===== config.mk =====
export PLATFORM = sky130hd
export DESIGN_NAME = alu_wide_seq
export DESIGN_NICKNAME = d
export VERILOG_FILES = /design/src/rtl/alu_wide_seq.sv
export SDC_FILE = /design/constraint.sdc
export NUM_CORES = 1
export LEC_CHECK = 0
export CAP_MARGIN = 0
export CORE_MARGIN = 1.5
export CORE_UTILIZATION = 40
export CTS_CLUSTER_SIZE = 12
export DETAILED_ROUTE_END_ITERATION = 10
export GPL_ROUTABILITY_DRIVEN = 0
export GPL_TIMING_DRIVEN = 0
export PLACE_DENSITY = 0.71
export SYNTH_ARGS = -nofsm -noshare
export SYNTH_HDL_FRONTEND = slang
export SYNTH_SLANG_ARGS = --single-unit

===== constraint.sdc =====
create_clock -name CLK -period 1.57 [get_ports CLK]
set_input_delay 0.2355 -clock CLK [delete_from_list [all_inputs] [get_ports CLK]]
set_output_delay 0.2355 -clock CLK [all_outputs]
set_load 0.005 [all_outputs]

===== src/rtl/alu_wide_seq.sv =====
// Sequencer that runs one 16-bit command as a series of byte operations on an
// external combinational 8-bit ALU. Carry/shift bits chain between the byte steps.
module alu_wide_seq #(
    parameter int BYTE_W = 8
) (
    input  logic                  CLK,
    input  logic                  Reset,
    input  logic                  start,
    output logic                  ready,
    input  logic [2:0]            cmd,
    input  logic [2*BYTE_W-1:0]   a_in,
    input  logic [2*BYTE_W-1:0]   b_in,
    input  logic                  carry_in,
    output logic                  done,
    output logic [2*BYTE_W-1:0]   result,
    output logic                  flag,
    output logic                  overflow,
    output logic [2:0]            alu_op,
    output logic [2:0]            alu_func,
    output logic [BYTE_W-1:0]     alu_a,
    output logic [BYTE_W-1:0]     alu_b,
    output logic                  alu_flag_in,
    output logic                  alu_ovf_in,
    input  logic [BYTE_W-1:0]     alu_out,
    input  logic                  alu_flag_out,
    input  logic                  alu_ovf_out
);

    localparam logic [2:0] ST_IDLE = 3'd0;
    localparam logic [2:0] ST_S1   = 3'd1;
    localparam logic [2:0] ST_S2   = 3'd2;
    localparam logic [2:0] ST_S3   = 3'd3;
    localparam logic [2:0] ST_DONE = 3'd4;

    localparam logic [2:0] CMD_ADD = 3'd0;
    localparam logic [2:0] CMD_SUB = 3'd1;
    localparam logic [2:0] CMD_SHL = 3'd2;
    localparam logic [2:0] CMD_SHR = 3'd3;
    localparam logic [2:0] CMD_CEQ = 3'd4;
    localparam logic [2:0] CMD_CLT = 3'd5;

    // ALU encoding; opcode 0 is the idle value driven outside the step states.
    localparam logic [2:0] OP_NOP      = 3'd0;
    localparam logic [2:0] OP_ADD      = 3'd1;
    localparam logic [2:0] OP_SUB      = 3'd2;
    localparam logic [2:0] OP_OTYPE    = 3'd3;
    localparam logic [2:0] OP_CEQ      = 3'd4;
    localparam logic [2:0] OP_CLT      = 3'd5;
    localparam logic [2:0] FN_NONE     = 3'd0;
    localparam logic [2:0] FN_SHIFTL_O = 3'd1;
    localparam logic [2:0] FN_SHIFTR_O = 3'd2;

    logic [2:0]            state;
    logic [2:0]            cmd_q;
    logic [2*BYTE_W-1:0]   a_q;
    logic [2*BYTE_W-1:0]   b_q;
    logic                  ci_q;
    logic                  chain;
    logic [BYTE_W-1:0]     acc;
    logic                  f_first;
    logic                  f_second;

    logic [BYTE_W-1:0] a_lo, a_hi, b_lo, b_hi;
    assign a_lo = a_q[BYTE_W-1:0];
    assign a_hi = a_q[2*BYTE_W-1:BYTE_W];
    assign b_lo = b_q[BYTE_W-1:0];
    assign b_hi = b_q[2*BYTE_W-1:BYTE_W];

    assign ready       = (state == ST_IDLE);
    assign done        = (state == ST_DONE);
    assign alu_flag_in = 1'b0;

    always_comb begin
        // NOTE: every output gets a default first so no path through the case infers a latch.
        alu_op     = OP_NOP;
        alu_func   = FN_NONE;
        alu_a      = '0;
        alu_b      = '0;
        alu_ovf_in = 1'b0;
        case (state)
            ST_S1: begin
                case (cmd_q)
                    CMD_ADD, CMD_SUB: begin
                        alu_op     = (cmd_q == CMD_ADD) ? OP_ADD : OP_SUB;
                        alu_a      = a_lo;
                        alu_b      = b_lo;
                        alu_ovf_in = ci_q;
                    end
                    CMD_SHL: begin
                        alu_op     = OP_OTYPE;
                        alu_func   = FN_SHIFTL_O;
                        alu_a      = a_lo;
                        alu_ovf_in = ci_q;
                    end
                    CMD_SHR: begin
                        alu_op     = OP_OTYPE;
                        alu_func   = FN_SHIFTR_O;
                        alu_a      = a_hi;
                        alu_ovf_in = ci_q;
                    end
                    CMD_CEQ: begin
                        alu_op = OP_CEQ;
                        alu_a  = a_lo;
                        alu_b  = b_lo;
                    end
                    CMD_CLT: begin
                        alu_op = OP_CLT;
                        alu_a  = a_hi;
                        alu_b  = b_hi;
                    end
                    default: ;
                endcase
            end
            ST_S2: begin
                case (cmd_q)
                    CMD_ADD, CMD_SUB: begin
                        alu_op     = (cmd_q == CMD_ADD) ? OP_ADD : OP_SUB;
                        alu_a      = a_hi;
                        alu_b      = b_hi;
                        alu_ovf_in = chain;
                    end
                    CMD_SHL: begin
                        alu_op     = OP_OTYPE;
                        alu_func   = FN_SHIFTL_O;
                        alu_a      = a_hi;
                        alu_ovf_in = chain;
                    end
                    CMD_SHR: begin
                        alu_op     = OP_OTYPE;
                        alu_func   = FN_SHIFTR_O;
                        alu_a      = a_lo;
                        alu_ovf_in = chain;
                    end
                    CMD_CEQ, CMD_CLT: begin
                        alu_op = OP_CEQ;
                        alu_a  = a_hi;
                        alu_b  = b_hi;
                    end
                    default: ;
                endcase
            end
            ST_S3: begin
                alu_op = OP_CLT;
                alu_a  = a_lo;
                alu_b  = b_lo;
            end
            default: ;
        endcase
    end

    always_ff @(posedge CLK) begin
        if (Reset) begin
            state    <= ST_IDLE;
            cmd_q    <= '0;
            a_q      <= '0;
            b_q      <= '0;
            ci_q     <= 1'b0;
            chain    <= 1'b0;
            acc      <= '0;
            f_first  <= 1'b0;
            f_second <= 1'b0;
            result   <= '0;
            flag     <= 1'b0;
            overflow <= 1'b0;
        end else begin
            case (state)
                ST_IDLE: begin
                    if (start) begin
                        cmd_q <= cmd;
                        a_q   <= a_in;
                        b_q   <= b_in;
                        ci_q  <= carry_in;
                        state <= ST_S1;
                    end
                end
                ST_S1: begin
                    chain   <= alu_ovf_out;
                    acc     <= alu_out;
                    f_first <= alu_flag_out;
                    if (cmd_q > CMD_CLT) begin
                        result   <= '0;
                        flag     <= 1'b0;
                        overflow <= 1'b0;
                        state    <= ST_DONE;
                    end else begin
                        state <= ST_S2;
                    end
                end
                ST_S2: begin
                    state <= ST_DONE;
                    case (cmd_q)
                        CMD_SHR: begin
                            // SHR walks high byte first, so the S1 byte is the upper half.
                            result   <= {acc, alu_out};
                            overflow <= alu_ovf_out;
                        end
                        CMD_CEQ: begin
                            result   <= '0;
                            flag     <= f_first & alu_flag_out;
                            overflow <= 1'b0;
                        end
                        CMD_CLT: begin
                            f_second <= alu_flag_out;
                            state    <= ST_S3;
                        end
                        default: begin
                            result   <= {alu_out, acc};
                            overflow <= alu_ovf_out;
                        end
                    endcase
                end
                ST_S3: begin
                    result   <= '0;
                    flag     <= f_first | (f_second & alu_flag_out);
                    overflow <= 1'b0;
                    state    <= ST_DONE;
                end
                default: state <= ST_IDLE;
            endcase
        end
    end

endmodule


======== Yosys cells after proc, flatten, opt, wreduce, memory -nomap -nowiden ========
Index checks and enable logic that the tools add are counted.
word-level totals
  memory bits (read-only) ................. 0
  memory bits (writable) .................. 0
  word-level logic and storage cells ...... 73
  memories kept ........................... 0
  latch bits .............................. 0
  register bits ........................... 68
  output and inout bits ................... 44
cells by class
  eq/ne operators ......................... 13
  order comparisons ....................... 1
  div/mod/pow operators ................... 0
  muxes and demuxes ....................... 27
  shift-type cells ........................ 0
  bitwise logic cells ..................... 3
  add/sub/neg operators ................... 0
  multiply operators ...................... 0
  reduce and logical (&&, ||, !) cells .... 17
operator list
  cell                                           number
  one-hot mux 16 bit (3 select lines)            2
  one-hot mux 8 bit (2 select lines)             3
  one-hot mux 8 bit (3 select lines)             2
  one-hot mux 3 bit (4 select lines)             2
  one-hot mux 3 bit (3 select lines)             2
  two-way mux 16 bit                             1
  == test 3 x 2 -> 1 bit, second input constant  4
  OR reduction 4 bit                             3
  OR reduction 2 bit                             5
  == test 3 bit, second input constant           3
  two-way mux 3 bit                              3
  two-way mux 8 bit                              1
  == test 3 x 1 -> 1 bit, second input constant  2
  zero test 3 bit                                2
  inequality test 2 bit, second input constant   3
  one-hot mux 1 bit (3 select lines)             2
  AND reduction 3 bit                            2
  OR reduction 5 bit                             1
  two-way mux 1 bit                              4
  two-way mux 2 bit                              2
  one-hot mux 1 bit (2 select lines)             2
  one-hot mux 2 bit (2 select lines)             1
  AND reduction 2 bit                            2
  > comparator 3 bit, second input constant      1
  5 further kinds                                6

======== Logic depth before layout (Yosys ltp) ========
  depth in word-level cells ............... 4
  mapped depth ............................ 7
  gate-level depth less buffers ........... 4

======== Least setup slack after synthesis ========
No wires, ideal clock.
  path type ............................... register to output
  start point ............................. register cmd_q[2]
  end point ............................... output alu_b[0]
  required time ........................... 1.334 ns
  path slack .............................. -0.076 ns
  data arrival time ....................... 1.410 ns
  cell stages (with the launch flop) ...... 7
  path through ............................ dfxtp_1 > buf_2 > buf_1 > a21oi_1 > nor2_1 > nor3b_2 > a22o_1
on the way
  cells in the longest elaborated chain, start to end .. 4
RTL lines
  element                                                                  RTL line  text
  start: declaration                                                       54        logic [2:0] cmd_q;
  start signal: assignment                                                 169       cmd_q <= cmd;
  == test 3 bit, or another cell as far along                              82, 115
  OR reduction 3 bit (no line) or OR reduction 4 bit (tied branches)       n/a
  one-hot mux 8 bit (2 select lines) or two-way mux 8 bit (tied branches)  82, 115
  one-hot mux 8 bit (3 select lines) *                                     80        case (state)
  end: declaration                                                         21        output logic [BYTE_W-1:0] alu_b,
Every way passes the cells marked *; elsewhere a longest branch is shown, timed or not.

======== Worst setup path in the final report ========
  start point ............................. register cmd_q[2]
  end point ............................... output alu_b[4]
The elaborated chain is that of the path after synthesis.

==> metrics.md <==
| Metric | Value |
|---|---|
| Status | `complete, but fails checks` |
| Failing checks | `setup timing` |
| Setup TNS | `-12.62 ns` |
| Max Freq | `0.471 GHz` |
| Hold crit path type | `in2reg` |
| CTS Buffer Depth | `2` |
| Share of layout cells above drive strength 1 | `0.341` |
| Multiplexer share of the synthesized area | `0.0332` |
| Number of cells in the finished layout apart from fillers | `approximately 680` |
| Final Total Pwr | `~4.5 mW` |
| Element type at the critical path end | `output pin` |
| Setup-failing EPs final | `56` |
| Worst skew pair latency | `~0.36 ns` |
| Gr ovfl total | `0` |
| Worst R2R Path Depth | `8` |
| Initial DRC count | `344` |
| Die X-Extent | `~94 um` |
| DRC violations left | `0` |
| Area growth, synth to finish | `66.3%` |
| Yosys top cell by area | `dfxtp_1` |
| Final Hold Vio Count | `0` |
| Share of flip-flops with an asynchronous set or reset | `0` |
| Synth area leaders | `dfxtp_1, nand2_1, a21oi_1` |
| DP Area | `about 4400 um^2` |
| Core Region | `between 8000 and 9000 um^2` |
| Post-Route Skew | `about 0.0087 ns` |
| Synthesis Warnings | `0` |
| Total CTS buffers | `9` |
| First-pass GRT wire length | `between 15000 and 20000 um` |
| Wire length per cell | `approximately 18 um` |
| Die Y | `between 90 and 100 um` |
| Worst path arrival time | `around 1.9 ns` |
| Reg2reg start | `cmd_q[2]` |
| Worst Setup EP | `alu_b[4]` |
| Syn_area_per_cell | `between 7 and 8 um^2` |
| Dpl hpwl | `~6700 um` |
| Main combinational cell family by area after synthesis | `simple AND/OR/NAND/NOR gates` |
| Clock sinks | `68` |
| Mapped Area | `roughly 3300 um^2` |
| Library cells used by synthesis | `41` |
| Pwr dens | `between 800 and 900 nW/um^2` |
| Gr usage total | `0.251` |
| R2r endpoint | `state[1]` |
| Largest net degree at the start of global routing | `17` |
| Post-synth top area share | `0.411` |
| Hold_sp | `Reset` |
| Via density per instance | `about 5.7` |
| Final nets | `a little over 600` |
| Setup CP Type | `reg2out` |
| I/O pin cnt | `93` |
| Crit path time final | `about 2.1 ns` |
| Synthesized flop and latch total | `68` |
| Die ar. | `roughly 8800 um^2` |
| Compound-Gate Fraction of Synth Area | `0.229` |
| Post-Synth Simple-Gate Area | `0.264` |
| Rows | `33` |
| Seq/Total Area, Yosys | `0.411` |
| RSZ-0062 raised after global routing | `true` |
| Fin crit share | `1.35` |
| Worst setup path startpoint | `cmd_q[2]` |
| # Max-Cap Violations | `0` |
| Diode count | `0` |
| First-pass iteration count of the detailed router | `5` |
| Starting Density | `0.407` |
| R2R Setup Slk | `-0.19 ns` |
| Vias in the first global route | `3518` |
| Synth Area in Adders | `0` |
| CP required | `1.33 ns` |
| Worst vdd ir | `~530 uV` |
| Max-slew violation count | `0` |
| Post-route ant nets | `0` |
| Number of H-tree levels | `3` |
| Design area | `5510 um^2` |
| Final WL | `about 13000 um` |
| Static leakage | `2.16 nW` |
| Synth Flop Type | `dfxtp_1` |
| Initial antenna violation count | `0` |
| Post-Synth XOR/XNOR Area | `0.00264` |
| Via Count | `3866` |
| Hold path depth | `3` |
| Critical Path Source Type | `flip-flop` |
| Number of flops mapped to enable cells by yosys | `0` |
| Number of port buffers | `between 80 and 90` |
| Worst-margin pin slew | `around 0.7 ns` |
| Maximum net fanout on the critical path | `5` |
| Fin util | `0.677` |
| Placed cells | `613` |
| Synth Instances | `418` |
| Setup ws final | `-0.552 ns` |
| Pre-CTS setup slack | `-0.809 ns` |
| Slew margin rel. | `0.526` |
| CTS tree | `yes` |
| WHS | `about 0.35 ns` |
| Root Buffer | `clkbuf_8` |
| Clock slew at reported path FFs | `0.08 ns` |
power by group:
group | internal (mW) | switching [mW]
Sequential | 1.81 | 0.0665
Clock | 0.741 | 0.760
Combinational | 0.575 | 0.569
synthesized netlist by cell type, types with 2 or more instances:
cell / number
nand2_1: 104
dfxtp_1: 68
a21oi_1: 45
nor2_1: 37
clkbuf_1: 21
a22o_1: 17
nor3b_1: 17
o221ai_1: 14
a31o_1: 12
mux2i_1: 11
buf_2: 10
nor2b_1: 6
nor3_1: 5
o21ai_0: 5
a31o_2: 4
nand2b_1: 4
a22oi_1: 3
a31oi_1: 3
buf_1: 3
buf_4: 3
nand3_1: 3
a21o_1: 2
and2_1: 2
buf_6: 2
sequential cells by signal, indices dropped and copies added (netlist names):
name      flops
cmd_q         3
b_q          16
state         3
result       16
f_second      1
f_first       1
acc           8
flag          1
a_q          16
overflow      1
ci_q          1
chain         1
cell usage in the layout, fill, tap and decap left out, types with 5 or more instances in the layout:
master,count
clkbuf_2,7
dfxtp_1,63
buf_2,22
a21oi_1,25
a31o_1,12
clkdlybuf4s50_1,65
buf_6,28
clkbuf_1,9
nand2_1,98
buf_8,6
nor3b_2,5
nand2_2,5
clkbuf_8,12
nor2_1,33
buf_4,34
a21oi_2,18
a22o_1,17
o221ai_1,12
nor3b_1,12
mux2i_1,10
cells by family after synthesis:
logic type,Yosys count
compound gates,109
xor+xnor,1
buf+inv,41
flops,68
mux,11
other cells,1
simple gates,187
layer usage:
metal	track usage	vias to the layer above	part of all wire
met2	0.418	195	0.49
met5	0	-	0
met4	0.141	0	0.037
met3	0.0437	45	0.068
met1	0.304	1861	0.41
li1	-	1765	-
layout make-up:
| cell class | instances | area, um^2 |
|---|---|---|
| buffer | 38 | 350 |
| fill | 606 | 2630 |
| inverter | 1 | 3.75 |
| timing repair buffer | 145 | 1350 |
| multi-input combinational | 310 | 2090 |
| sequential | 68 | 1380 |
| clock inverter | 7 | 75.1 |
| tap | 105 | 131 |
| clock buffer | 9 | 124 |
how the worst min path moves through the flow:
stage | to | slack [ns]
2_1_floorplan | a_q[0] | 0.37
4_1_cts | result[7] | 0.37
3_3_place_gp | b_q[15] | 0.44
6_report | result[7] | 0.35
3_5_place_dp | a_q[10] | 0.45
5_1_grt | result[7] | 0.42
worst max-delay path, cell delays in order (launching register included):
cell and delay [ns]:
dfxtp_4 0.37, buf_6 0.13, buf_6 0.12, a21oi_2 0.13
nor2_2 0.07, nor3b_4 0.23, buf_6 0.15, buf_6 0.10
a22o_1 0.11, buf_2 0.11
timing repair:
item / 4_1_cts / 5_1_grt
hold buffers: 0 / 0
gates cloned: 4 / 2
endpoints found under the setup margin: 82 / 79
setup buffers: 35 / 18
gates resized for setup: 175 / 86
pin swaps: 27 / 23
Power figures use the tool's default switching activity.
